[src/rtl/execute_muldiv.sv]
// Iterative radix-2 RV32M/RV64M multiply/divide unit for the EX stage.
// Define MULDIV_FAST_MUL_EN to route multiplies through a single-cycle combinational multiplier.
module execute_muldiv #(
   parameter int XLEN = 32,
   parameter int CNTW = $clog2(XLEN) + 1
) (
   input  logic            clk,
   input  logic            rst,
   input  logic            en,
   input  logic            start,
   input  logic            kill,
   input  logic [2:0]      op,
   input  logic [XLEN-1:0] src1,
   input  logic [XLEN-1:0] src2,
   input  logic [4:0]      reg_write,
   output logic            busy,
   output logic            done,
   output logic [XLEN-1:0] dest,
   output logic [4:0]      reg_write_out
);

   typedef enum logic [1:0] {IDLE, CALC, FIN} state_t;

   state_t          state_q, state_d;
   logic [2:0]      op_q, op_d;
   logic [4:0]      rd_q, rd_d;
   logic            neg_q, neg_d;
   logic [CNTW-1:0] cnt_q, cnt_d;
   logic [XLEN-1:0] hi_q, hi_d;
   logic [XLEN-1:0] lo_q, lo_d;
   logic [XLEN-1:0] b_q, b_d;
   logic [XLEN-1:0] dest_q, dest_d;
   logic [4:0]      rdo_q, rdo_d;
   logic            done_q, done_d;

   logic            signed1, signed2, neg_in;
   logic [XLEN-1:0] mag1, mag2;
   logic [XLEN:0]   mul_sum, div_shift, div_trial;
   logic [XLEN-1:0] hi_n, lo_n;

   // Operands are reduced to magnitudes; the result sign is reapplied once at the end.
   assign signed1 = (op == 3'd1) || (op == 3'd2) || (op == 3'd4) || (op == 3'd6);
   assign signed2 = (op == 3'd1) || (op == 3'd4) || (op == 3'd6);
   assign mag1    = (signed1 && src1[XLEN-1]) ? -src1 : src1;
   assign mag2    = (signed2 && src2[XLEN-1]) ? -src2 : src2;
   // A zero divisor must leave the quotient all ones, so it never gets negated.
   assign neg_in  = op[2] ? (op[1] ? (signed1 && src1[XLEN-1])
                                   : (((signed1 && src1[XLEN-1]) ^ (signed2 && src2[XLEN-1])) && (|src2)))
                          : ((signed1 && src1[XLEN-1]) ^ (signed2 && src2[XLEN-1]));

   // hi:lo is the product accumulator for multiplies and remainder:quotient for divides.
   assign mul_sum   = {1'b0, hi_q} + (lo_q[0] ? {1'b0, b_q} : {(XLEN+1){1'b0}});
   assign div_shift = {hi_q, lo_q[XLEN-1]};
   assign div_trial = div_shift - {1'b0, b_q};
   assign hi_n = op_q[2] ? (div_trial[XLEN] ? div_shift[XLEN-1:0] : div_trial[XLEN-1:0])
                         : mul_sum[XLEN:1];
   assign lo_n = op_q[2] ? {lo_q[XLEN-2:0], ~div_trial[XLEN]}
                         : {mul_sum[0], lo_q[XLEN-1:1]};

`ifdef MULDIV_FAST_MUL_EN
   logic [2*XLEN-1:0] fast_prod;
   assign fast_prod = {{XLEN{1'b0}}, mag1} * {{XLEN{1'b0}}, mag2};
`endif

   function automatic logic [XLEN-1:0] finalize(input logic [2:0] f, input logic neg,
                                                input logic [XLEN-1:0] hi, input logic [XLEN-1:0] lo);
      logic [2*XLEN-1:0] prod;
      logic [XLEN-1:0]   res;
      prod = neg ? -{hi, lo} : {hi, lo};
      if (!f[2])      res = (f[1:0] == 2'd0) ? prod[XLEN-1:0] : prod[2*XLEN-1:XLEN];
      else if (!f[1]) res = neg ? -lo : lo;
      else            res = neg ? -hi : hi;
      return res;
   endfunction

   always_comb begin
      state_d = state_q;
      op_d    = op_q;
      rd_d    = rd_q;
      neg_d   = neg_q;
      cnt_d   = cnt_q;
      hi_d    = hi_q;
      lo_d    = lo_q;
      b_d     = b_q;
      dest_d  = dest_q;
      rdo_d   = rdo_q;
      done_d  = done_q;
      if (kill) begin
         state_d = IDLE;
         done_d  = 1'b0;
         cnt_d   = '0;
      end else if (en) begin
         case (state_q)
            IDLE: begin
               if (start) begin
                  op_d  = op;
                  rd_d  = reg_write;
                  neg_d = neg_in;
                  cnt_d = '0;
                  hi_d  = '0;
                  lo_d  = op[2] ? mag1 : mag2;
                  b_d   = op[2] ? mag2 : mag1;
`ifdef MULDIV_FAST_MUL_EN
                  if (!op[2]) begin
                     state_d = FIN;
                     dest_d  = finalize(op, neg_in, fast_prod[2*XLEN-1:XLEN], fast_prod[XLEN-1:0]);
                     rdo_d   = reg_write;
                     done_d  = 1'b1;
                  end else begin
                     state_d = CALC;
                  end
`else
                  state_d = CALC;
`endif
               end
            end
            CALC: begin
               hi_d  = hi_n;
               lo_d  = lo_n;
               cnt_d = cnt_q + CNTW'(1);
               if (cnt_q == CNTW'(XLEN - 1)) begin
                  state_d = FIN;
                  cnt_d   = '0;
                  dest_d  = finalize(op_q, neg_q, hi_n, lo_n);
                  rdo_d   = rd_q;
                  done_d  = 1'b1;
               end
            end
            FIN: begin
               state_d = IDLE;
               done_d  = 1'b0;
            end
            default: state_d = IDLE;
         endcase
      end
   end

   always_ff @(posedge clk) begin
      if (rst) begin
         state_q <= IDLE;
         op_q    <= '0;
         rd_q    <= '0;
         neg_q   <= 1'b0;
         cnt_q   <= '0;
         hi_q    <= '0;
         lo_q    <= '0;
         b_q     <= '0;
         dest_q  <= '0;
         rdo_q   <= '0;
         done_q  <= 1'b0;
      end else begin
         state_q <= state_d;
         op_q    <= op_d;
         rd_q    <= rd_d;
         neg_q   <= neg_d;
         cnt_q   <= cnt_d;
         hi_q    <= hi_d;
         lo_q    <= lo_d;
         b_q     <= b_d;
         dest_q  <= dest_d;
         rdo_q   <= rdo_d;
         done_q  <= done_d;
      end
   end

   assign busy          = (state_q == CALC);
   assign done          = done_q;
   assign dest          = dest_q;
   assign reg_write_out = rdo_q;

endmodule

[config.mk]
export PLATFORM = sky130hd
export DESIGN_NAME = execute_muldiv
export DESIGN_NICKNAME = d
export VERILOG_FILES = /design/src/rtl/execute_muldiv.sv
export SDC_FILE = /design/constraint.sdc
export NUM_CORES = 1
export LEC_CHECK = 0
export ABC_AREA = 1
export ABC_CLOCK_PERIOD_IN_PS = 3700
export CAP_MARGIN = 20
export CORE_ASPECT_RATIO = 0.6
export CORE_UTILIZATION = 30
export CTS_CLUSTER_DIAMETER = 120
export DETAILED_ROUTE_END_ITERATION = 12
export SLEW_MARGIN = 25
export SYNTH_ARGS = -nofsm -noshare
export SYNTH_HDL_FRONTEND = slang
export SYNTH_SLANG_ARGS = --single-unit
export TNS_END_PERCENT = 1
[constraint.sdc]
create_clock -name clk -period 3.7 [get_ports clk]
set_clock_uncertainty 0.1 [all_clocks]
set_input_delay 0.37 -clock clk [delete_from_list [all_inputs] [get_ports clk]]
set_output_delay 0.37 -clock clk [all_outputs]
set_load 0.005 [all_outputs]
# Word-level counts from Yosys, hierarchy flattened
# Index checks and enable logic that the tools add are counted.
[op_classes]
n_bitwise = 3
reduce_logical = 20
muxes = 28
eq_ne = 9
addsub = 8
[ops]
columns = ["cell", "count"]
rows = [
  ["2-to-1 mux 32 bit", 15],
  ["negation 32 bit", 4],
  ["case mux 32 bit (2 select lines)", 2],
  ["2-to-1 mux 64 bit", 1],
  ["negation 64 bit", 1],
  ["adder 32 x 32 -> 33 bit", 1],
  ["subtractor 33 x 32 -> 33 bit", 1],
  ["OR reduction 32 bit", 1],
  ["2-to-1 mux 6 bit", 2],
  ["case mux 6 bit (2 select lines)", 1],
  ["AND reduction 4 bit", 3],
  ["AND reduction 3 bit", 3],
  ["adder 6 x 1 -> 6 bit (second input constant)", 1],
  ["== test 3 bit (second input constant)", 2],
  ["== test 6 x 5 -> 1 bit (second input constant)", 1],
  ["logical OR 1 bit", 5],
  ["zero test 2 bit", 2],
  ["2-to-1 mux 2 bit", 2],
  ["case mux 2 bit (2 select lines)", 1],
  ["nonzero test 2 bit", 2],
  ["== test 3 x 1 -> 1 bit (second input constant)", 1],
  ["== test 3 x 2 -> 1 bit (second input constant)", 1],
  ["logical AND 1 bit", 3],
  ["2-to-1 mux 1 bit", 3],
  ["8 further kinds", 9],
]
[totals]
reg_bits = 151
output_inout_bits = 39

# Longest topological paths before layout
[logic_depth]
word_depth = 9
ltp_mapped = 37
depth_no_buf = 37

# Worst setup path before layout
# No wires, ideal clock.
[synth_path]
kind = "register to register"
from = "register lo_q[31]"
to = "register dest_q[22], in the netlist dest[22]"
path_buffers = 0
slack_ns = -0.323
required_time_ns = 3.491
arrival_time_ns = 3.814
period_less_slack_ns = 4.023
path_stages_with_launch = 38
cell_sequence = "dfxtp_1 > inv_1 > ha_1 > inv_1 > fa_1 > nand2_1 > nand2_1 > nand3_2 > nand2_4 > nand2_4 > nand2_4 > nand2_4 > nand2_4 > nand2_4 > nand2_8 > nand2_2 > nand2_2 > inv_2 > (+2 left out) > nor2_1 > nand2_1 > nor2_2 > nand2_1 > nor2_2 > nand3_1 > nor4_2 > nand3_1 > nor2_1 > nand2_1 > nand2_1 > nand2_1 > nand2_1 > nand3_1 > nand2_1 > nand3_1 > nand2_1 > inv_1"
[synth_between]
elab_chain_cells = 7
[synth_rtl]
columns = ["element", "line", "text"]
rows = [
  ["start: declaration", "30", "logic [XLEN-1:0] lo_q, lo_d;"],
  ["start signal: assignment", "158", "lo_q <= lo_d;"],
  ["subtractor 33 x 32 -> 33 bit", "54", "assign div_trial = div_shift - {1'b0, b_q};"],
  ["2-to-1 mux 32 bit / inverter 1 bit (equally long branches)", "55, 57", ""],
  ["2-to-1 mux 32 bit (on tied branches)", "55, 57", ""],
  ["negation 64 bit (tied with other cells)", "69", "prod = neg ? -{hi, lo} : {hi, lo};"],
  ["2-to-1 mux 64 bit (tied with other cells)", "69", ""],
  ["2-to-1 mux 32 bit (on tied branches)", "70, 71", ""],
  ["2-to-1 mux 32 bit (*)", "70", "if (!f[2]) res = (f[1:0] == 2'd0) ? prod[XLEN-1:0] : prod[2*XLEN-1:XLEN];"],
  ["end signal: assignment", "160", "dest_q <= dest_d;"],
  ["end: declaration", "32", "logic [XLEN-1:0] dest_q, dest_d;"],
]
# Every way passes the cells marked *; elsewhere a longest branch is shown, timed or not.
# A chain may end at the register's enable or synchronous reset.

# Worst setup path after layout
[layout_path]
from = "register b_q[31]"
to = "register dest_q[30], in the netlist dest[30]"
[layout_between]
elab_chain_cells = 7
[layout_rtl]
columns = ["element", "line", "text"]
rows = [
  ["start: declaration", "31", "logic [XLEN-1:0] b_q, b_d;"],
  ["start signal: assignment", "147", "b_q <= '0;"],
  ["start signal: assignment", "159", "b_q <= b_d;"],
  ["subtractor 33 x 32 -> 33 bit / 2-to-1 mux 32 bit (equally long branches)", "54, 52", ""],
  ["2-to-1 mux 32 bit (tied with other cells)", "55", "assign hi_n = op_q[2] ? (div_trial[XLEN] ? div_shift[XLEN-1:0] : div_trial[XLEN-1:0])"],
  ["2-to-1 mux 32 bit (on tied branches)", "55, 57", ""],
  ["negation 64 bit (tied with other cells)", "69", ""],
  ["2-to-1 mux 64 bit (tied with other cells)", "69", ""],
  ["2-to-1 mux 32 bit (on tied branches)", "70, 71", ""],
  ["2-to-1 mux 32 bit (*)", "70", ""],
]
# Marked as above.

==> flow_metrics.py <==
metrics = {
    "run_status": {
        "outcome": "complete, but fails checks",
        "violations": "design-rule violations, negative setup slack",
    },
    "floorplan": {
        "start_util": 0.3050,
        "die_y_um": 189.7,
        "io_pins": 116,
        "die_x_um": 314.9,
        "rows": 68,
        "die-area_um2": 59750,
        "design.core.area_um2": 57770,
    },
    "worst_setup_path": {
        "worstPathArrival_ns": 4.33,
        "crit_top_cell": "nand2_1",
        "cpMaxStageDelayCell": "dfxtp_1",
        "crit_type": "flop to flop",
        "crit_family": "simple AND/OR/NAND/NOR gates",
        "end_kind": "flop",
        "startpoint_type": "flop",
        "critPathMaxFanout": 3,
        "critPathMaxStageDelay_ns": 0.34,
        "crit_buf_inv": 4,
        "critical_path_required_ns": 3.98,
    },
    "route": {
        "vias_per_cell": 5.061,
        "final_antenna_net_count": 0,
        "drtIter0Drc": 2795,
        "drc": 4,
        "wl_mm": 84.30,
        "vias": 22576,
        "dr.pass1.iters": 10,
        "wl_per_cell_um": 18.90,
    },
    "sta": {
        "worst_pin_slew_ns": 0.9933,
        "finalCriticalPeriod_ns": 4.049,
        "fmax_mhz": 247.0,
        "slew_violations": 0,
        "rsz0062_at_grt": "true",
        "finalSetupViolCount": 27,
        "period_share": 1.094,
        "slew_headroom": 0.3378,
        "final_hold_viol_count": 0,
        "setup_ws_ns": -0.3486,
    },
    "flow_run": {
        "maxCapViolCount": 0,
    },
    "power_and_ir_drop": {
        "ir_drop_v": 0.0003220,
        "p_per_area_nw_per_um2": 266.1,
        "p_total_mw": 6.451,
        "power.leakage_nw": 12.33,
    },
    "yosys": {
        "syn_area_per_cell_um2": 5.616,
        "syn-num-nets": 3286,
        "async_reset_ff_frac": 0,
        "ys_seq_elements": 151,
        "synth_top_area_share": 0.1998,
        "netlist_top_cells_count": "nand2_1 (938), inv_1 (462), nor2_1 (289), nand3_1 (229), a21oi_1 (204)",
        "yosysMostFrequentCell": "nand2_1",
        "ys_seq_area_frac": 0.1715,
        "ys_types": 55,
        "synth_ff_type": "dfxtp_1",
        "synth_area_leaders": "nand2_1 (20%), dfxtp_1 (17%), inv_1 (9.8%)",
        "synth_edf_count": 0,
        "syn_inst": 3138,
        "synth_area_um2": 17620,
        "synth.largest_area_cell": "nand2_1",
        "yosys_warnings": 0,
    },
    "grt": {
        "grt_pass1_wl_mm": 125.6,
        "use_met3": 0.09843,
        "grt.met1_usage": 0.4603,
        "antenna_found_initial": 1,
        "grt_usage": 0.2798,
        "grt_pass1_vias": 19885,
        "grt-busiest-layer": "met1",
        "grt_max_degree": 89,
        "grt-ovfl-total": 0,
        "grtUsageMet2": 0.3283,
    },
    "cts": {
        "clock_latency_ns": 0.47,
        "htreeDepth": 4,
        "numCtsBuffers": 17,
        "cts_sinks": 151,
        "hold_buffers": 0,
        "cts_tree": "yes",
        "root_buffer": "clkbuf_16",
        "clock_path_buffers": 2,
        "clkTransAtPathRegs_ns": 0.07,
    },
    "placement": {
        "dpl.hpwl_mm": 69.56,
        "dpl_worst_slack_ns": -0.5159,
        "port_buffers": 115,
        "gp_congestion": 1.020,
    },
    "cells_and_area": {
        "fin_nets": 3826,
        "syn2layout_area_growth_pct": 37.57,
        "drive_gt1_frac": 0.2108,
        "antenna_cells": 0,
        "multi_input_area_um2": 12720,
        "seqCellArea_um2": 3038,
        "utilization": 0.4196,
        "nFillCells": 6279,
    },
    "hold_path": {
        "hold_path_class": "flop to flop",
    },
}
## cell usage in the layout (no fill, tap or decap), types with 11 or more instances in the layout
master             n
nor3_1            31
o21bai_1          16
o21ai_1           25
o21ai_0          173
a31oi_1           14
nand3b_1          12
nand3_1          226
clkdlybuf4s50_1  114
or2_2             11
inv_2             15
buf_4            516
ha_1              55
nand2_2           68
nand2_4           15
a21oi_1          197
nor2_1           267
ha_4              14
xor2_1            70
clkbuf_16         17
a21oi_2           12
nand2_1          909
nand4_1           31
nor2_4            17
o221ai_1          15
o21a_1            17
a221oi_1          24
dfxtp_1          143
xnor2_1           39
o211ai_1          28
nor2_2            35
inv_1            458
## final timing paths
kind,start,endpoint,slack [ns],cells past startpoint
min reg2reg,dest[15]$_SDFFE_PP0P_,dest[15]$_SDFFE_PP0P_,0.37,2
min,dest[15]$_SDFFE_PP0P_,dest[15]$_SDFFE_PP0P_,0.37,2
max reg2reg,b_q[31]$_SDFFE_PP0P_,dest[30]$_SDFFE_PP0P_,-0.35,33
max,b_q[31]$_SDFFE_PP0P_,dest[30]$_SDFFE_PP0P_,-0.35,33
## routing by layer
layer	up-vias	part of all wire
met5	-	0
met4	0	0.011
met3	59	0.15
met2	1182	0.33
met1	10202	0.51
li1	11133	-
## stage by stage
stage | cells | hold slack (ns) | setup TNS (ns) | instance area, um2
after floorplan | 3138 | 0.3495 | -1.037 | 17680
after global placement | 4406 | 0.3581 | -6.595 | 23090
after detailed placement | 4406 | 0.3586 | -7.205 | 23090
after CTS | 4454 | 0.3711 | -1.809 | 24030
after global routing | 4461 | 0.4009 | -12.53 | 24240
final | 4461 | 0.3713 | -3.151 | 24240
## final cells by class
type / instances / area share
multi-input cells: 2392 / 0.5248
repair buffers: 637 / 0.2117
inverters: 479 / 0.07427
clock buffers: 18 / 0.01812
flip-flops and latches: 151 / 0.1253
clock inverters: 14 / 0.006090
well taps: 770 / 0.03974
## cells by family (layout without fill, tap and decap cells)
family | after synthesis | count (layout) | synth area share
fa+ha+maj | 71 | 71 | 0.05126
flops | 151 | 151 | 0.1715
simple gates | 1654 | 1654 | 0.4072
compound gates | 557 | 557 | 0.1835
buf+inv | 595 | 1148 | 0.1318
xor+xnor | 110 | 110 | 0.05467
## worst min-delay path: cells and delay by family, from the launching register on
family	cells	cell delay [ns]
flip-flops	1	0.32
AND/OR/NAND/NOR	1	0.06
AO/OA/AOI/OAI	1	0.05
## state kept, by name, indices dropped and copies added (netlist names)
signal and count:
op_q 3, dest 32, rd_q 5, reg_write_out 5
neg_q 1, done 1, state_q 2, cnt_q 6
hi_q 32, lo_q 32, b_q 32
## timing repair
item	in CTS	in global routing
resized for setup	52	44
pin swaps	22	20
buffers inserted	16	7
endpoints found under the setup margin	32	32
## power by group
group          switching [mW]  internal (mW)  total (mW)  leakage, nW
combinational            1.81           1.10        2.91         10.8
clock                   0.921          0.925        1.85        0.292
sequential             0.0287           1.67        1.70         1.23
Note: power is estimated with default switching activity, not from simulation.
